File: config.mk
export PLATFORM = sky130hd
export DESIGN_NAME = pipe_ctrl_stage
export DESIGN_NICKNAME = d
export VERILOG_FILES = /design/src/rtl/pipe_ctrl_pkg.sv /design/src/rtl/pipe_ctrl_cell.sv /design/src/rtl/pipe_ctrl_stage.sv
export SDC_FILE = /design/constraint.sdc
export NUM_CORES = 1
export LEC_CHECK = 0
export CAP_MARGIN = 30
export CORE_MARGIN = 2
export CORE_UTILIZATION = 40
export CTS_BUF_LIST = sky130_fd_sc_hd__clkbuf_16
export CTS_CLUSTER_SIZE = 8
export DETAILED_ROUTE_END_ITERATION = 6
export MAX_ROUTING_LAYER = met4
export PLACE_DENSITY = 0.75
export SLEW_MARGIN = 20
export SYNTH_ARGS = -nofsm -noshare
export SYNTH_HDL_FRONTEND = slang
export SYNTH_SLANG_ARGS = --single-unit
File: constraint.sdc
create_clock -name clk -period 2.5 [get_ports clk]
set_clock_uncertainty 0.15 [all_clocks]
set_input_delay 0.25 -clock clk [delete_from_list [all_inputs] [get_ports clk]]
set_output_delay 0.25 -clock clk [all_outputs]
set_load 0.005 [all_outputs]
File: src/rtl/pipe_ctrl_pkg.sv
// Shared helpers for the pipeline control register chain: occupancy counter
// width and the all-zero NOP control word.
package pipe_ctrl_pkg;

    localparam int unsigned NOP_MAX_W = 1024;
    localparam logic [NOP_MAX_W-1:0] NOP_CTRL = '0;

    function automatic int occ_w(input int stages);
        return $clog2(2 * stages + 1);
    endfunction

endpackage

File: src/rtl/pipe_ctrl_cell.sv
// One pipeline slot: main register plus skid register, valid/ready handshake,
// synchronous rst/flush. Empty slots hold and present the NOP word.
module pipe_ctrl_cell
    import pipe_ctrl_pkg::*;
#(
    parameter int WIDTH = 7
) (
    input  logic             clk,
    input  logic             rst,
    input  logic             flush,
    input  logic             in_valid,
    input  logic [WIDTH-1:0] in_data,
    output logic             in_ready,
    output logic             out_valid,
    output logic [WIDTH-1:0] out_data,
    input  logic             out_ready
);

    logic             main_vld_q, main_vld_d;
    logic [WIDTH-1:0] main_data_q, main_data_d;
    logic             skid_vld_q, skid_vld_d;
    logic [WIDTH-1:0] skid_data_q, skid_data_d;
    logic             accept;
    logic             pop;

    // Ready depends only on the skid flag, so backpressure never ripples
    // combinationally through the chain.
    assign in_ready = !skid_vld_q;
    assign accept   = in_valid && !skid_vld_q && !flush;
    assign pop      = main_vld_q && out_ready;

    always_comb begin
        main_vld_d  = main_vld_q;
        main_data_d = main_data_q;
        skid_vld_d  = skid_vld_q;
        skid_data_d = skid_data_q;
        if (rst || flush) begin
            main_vld_d  = 1'b0;
            main_data_d = NOP_CTRL[WIDTH-1:0];
            skid_vld_d  = 1'b0;
            skid_data_d = NOP_CTRL[WIDTH-1:0];
        end else if (!main_vld_q) begin
            if (accept) begin
                main_vld_d  = 1'b1;
                main_data_d = in_data;
            end
        end else if (pop) begin
            if (skid_vld_q) begin
                main_vld_d  = 1'b1;
                main_data_d = skid_data_q;
                skid_vld_d  = accept;
                skid_data_d = accept ? in_data : NOP_CTRL[WIDTH-1:0];
            end else begin
                main_vld_d  = accept;
                main_data_d = accept ? in_data : NOP_CTRL[WIDTH-1:0];
            end
        end else if (accept) begin
            skid_vld_d  = 1'b1;
            skid_data_d = in_data;
        end
    end

    always_ff @(posedge clk) begin
        if (rst) begin
            main_vld_q  <= 1'b0;
            main_data_q <= NOP_CTRL[WIDTH-1:0];
            skid_vld_q  <= 1'b0;
            skid_data_q <= NOP_CTRL[WIDTH-1:0];
        end else begin
            main_vld_q  <= main_vld_d;
            main_data_q <= main_data_d;
            skid_vld_q  <= skid_vld_d;
            skid_data_q <= skid_data_d;
        end
    end

    assign out_valid = main_vld_q;
    assign out_data  = main_vld_q ? main_data_q : NOP_CTRL[WIDTH-1:0];

endmodule

File: src/rtl/pipe_ctrl_stage.sv
// Chain of STAGES skid-buffered control register slots with flush.
// Optional occupancy counter port occ enabled by macro PIPE_CTRL_STAGE_OCC_EN.
module pipe_ctrl_stage
    import pipe_ctrl_pkg::*;
#(
    parameter int WIDTH  = 7,
    parameter int STAGES = 1,
    localparam int OCC_W = occ_w(STAGES)
) (
    input  logic             clk,
    input  logic             rst,
    input  logic             flush,
    input  logic             in_valid,
    input  logic [WIDTH-1:0] in_data,
    output logic             in_ready,
    output logic             out_valid,
    output logic [WIDTH-1:0] out_data,
    input  logic             out_ready
`ifdef PIPE_CTRL_STAGE_OCC_EN
    ,
    output logic [OCC_W-1:0] occ
`endif
);

    logic [STAGES:0]  vld;
    logic [STAGES:0]  rdy;
    logic [WIDTH-1:0] dat [STAGES+1];

    assign vld[0]      = in_valid;
    assign dat[0]      = in_data;
    assign rdy[STAGES] = out_ready;

    for (genvar k = 0; k < STAGES; k++) begin : gen_cell
        pipe_ctrl_cell #(
            .WIDTH(WIDTH)
        ) u_cell (
            .clk      (clk),
            .rst      (rst),
            .flush    (flush),
            .in_valid (vld[k]),
            .in_data  (dat[k]),
            .in_ready (rdy[k]),
            .out_valid(vld[k+1]),
            .out_data (dat[k+1]),
            .out_ready(rdy[k+1])
        );
    end

    assign in_ready  = rdy[0];
    assign out_valid = vld[STAGES];
    assign out_data  = dat[STAGES];

`ifdef PIPE_CTRL_STAGE_OCC_EN
    logic [OCC_W-1:0] occ_q, occ_d;
    logic             occ_inc;
    logic             occ_dec;

    assign occ_inc = in_valid && in_ready && !flush;
    assign occ_dec = out_valid && out_ready;

    always_comb begin
        occ_d = occ_q;
        if (rst || flush) begin
            occ_d = '0;
        end else if (occ_inc && !occ_dec) begin
            occ_d = occ_q + OCC_W'(1);
        end else if (occ_dec && !occ_inc) begin
            occ_d = occ_q - OCC_W'(1);
        end
    end

    always_ff @(posedge clk) begin
        if (rst) begin
            occ_q <= '0;
        end else begin
            occ_q <= occ_d;
        end
    end

    assign occ = occ_q;

`ifndef SYNTHESIS
    occ_bound_a : assert property (@(posedge clk) disable iff (rst)
        occ_q <= OCC_W'(2 * STAGES));
`endif
`endif

endmodule

Yosys cells after proc, flatten, opt, wreduce, memory -nomap -nowiden
Index checks and enable logic that the tools add are counted.
- ROM bits: 0
- bits in registers: 16
- bits in latches: 0
- RAM bits: 0
- memories kept: 0
- shift-type cells: 0
- eq/ne operators: 2
- magnitude comparators: 0
- multiplexer cells: 15
- divide/modulo/power cells: 0
- multipliers: 0
- add/sub/neg operators: 0
- bitwise logic cells: 0
- reductions and logical operators: 12
- operators with widths (kind ; number):
    7-bit two-way mux ; 8
    1-bit two-way mux ; 7
    2-bit AND reduction ; 2
    2-bit nonzero test ; 2
    1-bit logical AND ; 3
    3-bit AND reduction ; 1
    1-bit zero test ; 2
    2-bit by 1-bit != test with 1-bit output, second input constant ; 1
    2-bit != test, second input constant ; 1
    2-bit OR reduction ; 1
    1-bit logical OR ; 1

Depth between registers and ports, before layout
- depth in word-level cells: 7
- depth in mapped cells: 6
- gate-level depth less buffers: 3

Least setup slack after synthesis
Ideal clock, no wire load.
- path type: reg2reg
- start: register gen_cell[0].u_cell.main_vld_q
- end: register gen_cell[0].u_cell.main_data_q[0]
- path buffers: 3
- path slack: 0.980 ns
- arrival time: 1.282 ns
- stages on the path, launching flop included: 7
- required time: 2.262 ns
- cell sequence: dfxtp_1 > buf_6 > and2_4 > buf_6 > or2_1 > buf_6 > a311oi_2
- word-level cells in the longest chain between the ends: 3
- elaborated cells on any way between the ends: 5
- those cells by class: 1 x eq/ne; 1 x mux; 3 x reduce/logical
- ends and longest elaborated chain (element ; RTL line ; text):
    from (decl) ; pipe_ctrl_cell.sv:19 ; logic main_vld_q, main_vld_d;
    from (signal assigned) ; pipe_ctrl_cell.sv:70 ; main_vld_q <= main_vld_d;
    1-bit logical AND ; pipe_ctrl_cell.sv:30 ; assign pop = main_vld_q && out_ready;
    2-bit != test (no source line) ; -- ;
    2-bit AND reduction (no source line) ; -- ;
    to (signal assigned) ; pipe_ctrl_cell.sv:66 ; main_data_q <= NOP_CTRL[WIDTH-1:0];
    to (signal assigned) ; pipe_ctrl_cell.sv:71 ; main_data_q <= main_data_d;
    to (decl) ; pipe_ctrl_cell.sv:20 ; logic [WIDTH-1:0] main_data_q, main_data_d;
Parallel ways exist; a longest one is shown, timed or not.
A chain may end at the register's enable or synchronous reset.

Final worst setup path
- start: register gen_cell[0].u_cell.main_vld_q
- end: output port out_data[0]
- word-level cells in the longest chain between the ends: 1
- ends and longest elaborated chain (element ; RTL line ; text):
    7-bit two-way mux ; pipe_ctrl_cell.sv:78 ; assign out_data = main_vld_q ? main_data_q : NOP_CTRL[WIDTH-1:0];
    to (decl) ; pipe_ctrl_stage.sv:17 ; output logic [WIDTH-1:0] out_data,
No other way between the ends.

==> impl_metrics.tcl <==
set metrics [dict create \
    crit_end "out_data[0]" \
    clk_pin_slew_worst_paths_ns 0.05 \
    via_per_inst 5.34 \
    wl_per_cell_microns 12.9 \
    worst_pin_slew_ns 0.656 \
    p_leak_nw 0.350 \
    synth_top_cell_area_share_pct 40.7 \
    initial_utilization_pct 41.4 \
    grt_usage_pct 15.3 \
    grt_pass1_wl_microns 2680 \
    maxSlewHeadroom_pct 56.2 \
    drv_slew 0 \
    cts_tree "done" \
    timing.final.ws_setup_ns 0.405 \
    grt_pass1_vias 596 \
    layout_worst_path_cycle_share_pct 83.8 \
    wl_met3_microns 56 \
    arrival_ns 1.69 \
    syn-num-nets 96 \
    ys_warn_count 0 \
    startpoint_type "flip-flop" \
    drive_gt1_share_pct 7.84 \
    finalHoldViolCount 0 \
    worst-setup-path-type "reg2out" \
    synth_ff_type "dfxtp_1" \
    cp_cell_sequence "and2_1 > clkdlybuf4s50_1" \
    cts_buffers 3 \
    max_freq_ghz 0.477 \
    regToRegEndpoint "gen_cell[0].u_cell.main_data_q[4]" \
    cts-root-buf "clkbuf_16" \
    die_y_microns 48.4 \
    hold_buffers 0 \
    drt-initial-drc-count 19 \
    final_cell_area_sq_mm 0.00105 \
    htreeDepth 1 \
    power_density_mw_per_mm2 612 \
    cp_max_fo 21 \
    clkLatencyLatePin_ns 0.25 \
    syn_area_sq_um 787 \
    setup.worst_path.start "gen_cell[0].u_cell.out_valid" \
    yosys.cell_count.top_type "dfxtp_1" \
    post-cts-setup-buffers 0 \
    end_kind "output pin" \
    maxCapViolCount 0 \
    drtAntennaViolNets 0 \
    synthDistinctLibCells 24 \
    clock_sinks 16 \
    worstHoldPathType "reg2reg" \
    nets 115 \
    reg2regPathDepth 3 \
    period_minus_slack_ns 2.09 \
    core_region_area_sq_mm 0.00190 \
    postSynthCellCount 84 \
    synthArstFlopShare_pct 0 \
    io_buffers 20 \
    yosys.area.top_type "dfxtp_1" \
    setup_viol 0 \
    synth_area_leaders "dfxtp_1, a32o_1, a311oi_1" \
    ios 21 \
    highest_layer "met4" \
    via_count 689 \
    rsz0062_at_grt "false" \
    antenna_found_initial 0 \
    status "finished clean" \
    wl_met1_microns 763 \
    worst_hold_slack_ns 0.342 \
    diodes 0 \
    drc 0 \
    path_depth 2 \
    pre_cts_slack_ns 0.553 \
    dieArea_sq_mm 0.00234 \
    dpl.hpwl_microns 1200 \
    routabilityCongestion 0.757 \
    place_area_sq_um 975 \
    tns_ns 0 \
    route.met2.wl_microns 821 \
    synth-seq-cells 16 \
    required_ns 2.10 \
    syn_to_final_growth_pct 33.9 \
    synth_edf_count 0 \
    vdd_ir_drop_max_uv 348 \
    dieWidth_microns 48.4 \
    seq_area_frac_synth_pct 40.7 \
    reg2reg_from "gen_cell[0].u_cell.out_valid" \
    max_stage_delay_ns 0.74 \
    cpLargestDelayFamily "flip-flops" \
    fill_cells 173 \
    synth_common_cells "dfxtp_1, nor3_1, and2_1" \
    reg2reg_slack_ns 0.71 \
    synth.avg_cell_area_sq_um 9.37 \
    wl_microns 1660 \
    cpMaxStageDelayCell "dfxtp_1" \
    num_rows 16 \
    critPathBufInv 1 \
    cts-resized-gates 0 \
    post-route-util_pct 55.4 \
    drtPass1Iterations 4 \
    grt_start_max_net_pins 22 \
    gr-total-overflow 0 \
    clockBufferDepth 2 \
]
[cell type report]
cell class,instances,area (sq um),area share [%]
well taps,27,33.8,3.21
multi-input cells,59,409,38.8
clock inverters,1,3.75,0.356
flip-flops and latches,16,320,30.4
inverters,3,11.3,1.07
clock buffers,3,75.1,7.13
repair buffers,20,200,19.0
[sequential cells by signal, indices dropped and copies added, names as in the netlist]
| signal | cells |
|---|---|
| gen_cell.u_cell.skid_vld_q | 1 |
| gen_cell.u_cell.main_data_q | 7 |
| gen_cell.u_cell.skid_data_q | 7 |
| gen_cell.u_cell.out_valid | 1 |
[kinds of logic after synthesis]
| group | count (synthesis) | synth area share [%] |
|---|---|---|
| AOI/OAI and AO/OA | 25 | 24.6 |
| buffers and inverters | 9 | 7.31 |
| DFF | 16 | 40.7 |
| and+or+nand+nor | 34 | 27.3 |
[worst min-delay path by stage]
stage,start,end,slack [ns],cells after the start
2_1_floorplan,in_data[0],gen_cell[0].u_cell.skid_data_q[0],0.23,1
3_3_place_gp,gen_cell[0].u_cell.skid_data_q[6],gen_cell[0].u_cell.skid_data_q[6],0.32,1
3_5_place_dp,gen_cell[0].u_cell.skid_data_q[6],gen_cell[0].u_cell.skid_data_q[6],0.33,1
4_1_cts,gen_cell[0].u_cell.skid_data_q[6],gen_cell[0].u_cell.skid_data_q[6],0.34,1
5_1_grt,gen_cell[0].u_cell.skid_data_q[6],gen_cell[0].u_cell.skid_data_q[6],0.36,1
6_report,gen_cell[0].u_cell.skid_data_q[6],gen_cell[0].u_cell.skid_data_q[6],0.34,1
[per-stage QoR]
step,std cells,power [mW]
after floorplan,84,0.310
after global placement,125,0.336
after detailed placement,125,0.336
after CTS,129,0.649
after global routing,129,0.663
final,129,0.645
[layer usage]
metal,global-route usage [%],vias up
met5,-,-
met3,3.70,2
met1,16.4,315
met4,9.52,0
li1,-,356
met2,25.5,16
[where the power goes]
group	leakage [nW]	switching, mW	internal [mW]
Sequential	0.130	0.00723	0.262
Clock	0.0385	0.101	0.212
Combinational	0.181	0.0297	0.0335
[worst register-to-register path: stages (launching register included)]
cell and delay (ns):
dfxtp_1 0.51, nor4b_4 0.53, or2_1 0.32, a311oi_1 0.14
[cell usage in the layout, fill, tap and decap left out, types with 2 or more instances in the layout]
| master | count |
|---|---|
| and2_1 | 8 |
| nand3_1 | 7 |
| nor3_1 | 9 |
| a21oi_1 | 2 |
| o21ai_0 | 7 |
| a32o_1 | 6 |
| a311oi_1 | 6 |
| dfxtp_1 | 16 |
| nor2_1 | 2 |
| clkbuf_16 | 3 |
| nor3b_1 | 2 |
| clkdlybuf4s50_1 | 20 |
| inv_1 | 3 |
Note: power is estimated with default switching activity, not from simulation.
==> patch, RTL diff (same flow settings) <==
`WIDTH` is set to 7 in 2 places; all go to 14.
--- a/src/rtl/pipe_ctrl_cell.sv
+++ b/src/rtl/pipe_ctrl_cell.sv
@@ -5,3 +5,3 @@
 #(
-    parameter int WIDTH = 7
+    parameter int WIDTH = 14
 ) (
--- a/src/rtl/pipe_ctrl_stage.sv
+++ b/src/rtl/pipe_ctrl_stage.sv
@@ -5,3 +5,3 @@
 #(
-    parameter int WIDTH  = 7,
+    parameter int WIDTH  = 14,
     parameter int STAGES = 1,
Ports: changed (resized in_data and out_data); port bits go from 21 to 35. The function was not compared with the original's and may differ.
==> patch against the original RTL <==
Critical endpoint is now gen_cell[0].u_cell.skid_data_q[8]. Final area rose by 83%. Synthesized cell count rose by 80%. Wire length rose by 90%. Sequential cell count rose by 14. Worst setup slack improved by 160 ps. Area after synthesis rose by 90%. Power rose by 78%. Register-to-register slack got worse by 130 ps. Highest routed layer unchanged. Non-clock buffer count rose by 17. Clock power rose by 68%. Cell count rose by 76%. Count of clock-buffer cells in the layout rose by 2.
==> patch: results (changes against the original RTL) <==
Placed design
  – Pre-CTS WS: 336 ps (was 553 ps)
  – Global placement routability congestion: 0.869 (was 0.757)
  – Quantity of I/O buffers inserted on ports: 34 (was 20)
  – Post-placement cell count: 220 (was 125)
  – Placed cell area: 1800 um2 (was 975 um2)
  – HPWL after DPL: 2.50 mm (was 1.20 mm)

STA
  – Rel. slew slack: 36.6% (was 56.2%)
  – Worst hold slack: 336 ps (was 342 ps)
  – Setup ws final: 570 ps (was 405 ps)

Cells and area
  – Final cell count without fillers: 227 (was 129)
  – Fin nets: 198 (was 115)
  – Multi-input combinational area share: 39.5% (was 38.8%)
  – Seq. cell area: 601 um2 (was 320 um2)
  – Clock buffer count: 5 (was 3)
  – Final non-clock buffer share: 18.8% (was 19.0%)
  – #MultiIn Comb: 102 (was 59)
  – Fillers: 327 (was 173)

Logic synthesis
  – Sequential share of the synthesized area: 40.2% (was 40.7%)
  – Post-synth top cells: dfxtp_1, nor3_1, and2_1, nand2_1, o21ai_0 (was dfxtp_1, nor3_1, and2_1)
  – Register bit total from synthesis: 30 (was 16)
  – Main area contributors after synthesis: dfxtp_1, a311oi_2, a32o_1 (was dfxtp_1, a32o_1, a311oi_1)
  – Synth cell types: 30 (was 24)

Global route
  – Global Route Usage Sum: 16.3% (was 15.3%)
  – Vias in the first global route: 1136 (was 596)
  – First-pass GRT wire length: 5.06 mm (was 2.68 mm)

Setup path
  – Setup slack, reg-to-reg: 580 ps (was 710 ps)
  – Delay-heaviest family, CP: compound AO/OA/AOI/OAI gates (was flip-flops)
  – Critical path arrival: 1980 ps (was 1690 ps)
  – Worst r2r src: gen_cell[0].u_cell.skid_vld_q (was gen_cell[0].u_cell.out_valid)
  – Worst Path Max Fanout: 14 (was 21)
  – Slowest cell delay on critical path: 760 ps (was 740 ps)
  – CP Launch Point: in_valid (was gen_cell[0].u_cell.out_valid)
  – Slowest cell on crit path: o21ai_1 (was dfxtp_1)

Power
  – Sw frac: 21.3% (about the same)
  – LEAKAGE: 0.000634 uW (was 0.000350 uW)
  – VDD IR max: 0.338 mV (was 0.348 mV)

Outcome
  – Status: finished clean (unchanged)

CTS
  – Htree depth: 2 (was 1)
  – Clk Latency, worst-skew pair: 270 ps (was 250 ps)

Routing
  – Drt via density: 5.30 (was 5.34)
  – Routed length per instance: 13.9 um (was 12.9 um)
patch: cell count changes in the layout (fill, tap and decap cells not counted), moves of 7 or more:
cell and delta:
clkdlybuf4s50_1 +14, dfxtp_1 +14, nand2_1 +14, a311oi_2 +8, a32o_1 +7, nand3_1 -7
nor3_1 +7, o21ai_0 +7
patch: routing by layer:
metal,track usage [%],part of all wire [%],up-vias
met2,26.7,49,25
met3,3.65,2.5,9
met5,-,0,-
li1,-,-,616
met4,10.9,3.4,0
met1,17.7,45,552
patch: kinds of logic after synthesis:
family          after synthesis  synth area share (%)
flops                        30                  40.2
compound gates               46                  28.7
buf+inv                      19                  8.72
simple gates                 56                  22.4
patch: power by group through the flow:
stage / Clock [uW] / Sequential (uW) / Combinational [uW]
finish: 525 / 497 / 127
global route: 558 / 498 / 136
CTS: 535 / 497 / 127
detailed placement: 0 / 506 / 127
global placement: 0 / 506 / 124
floorplan: 0 / 505 / 84.7
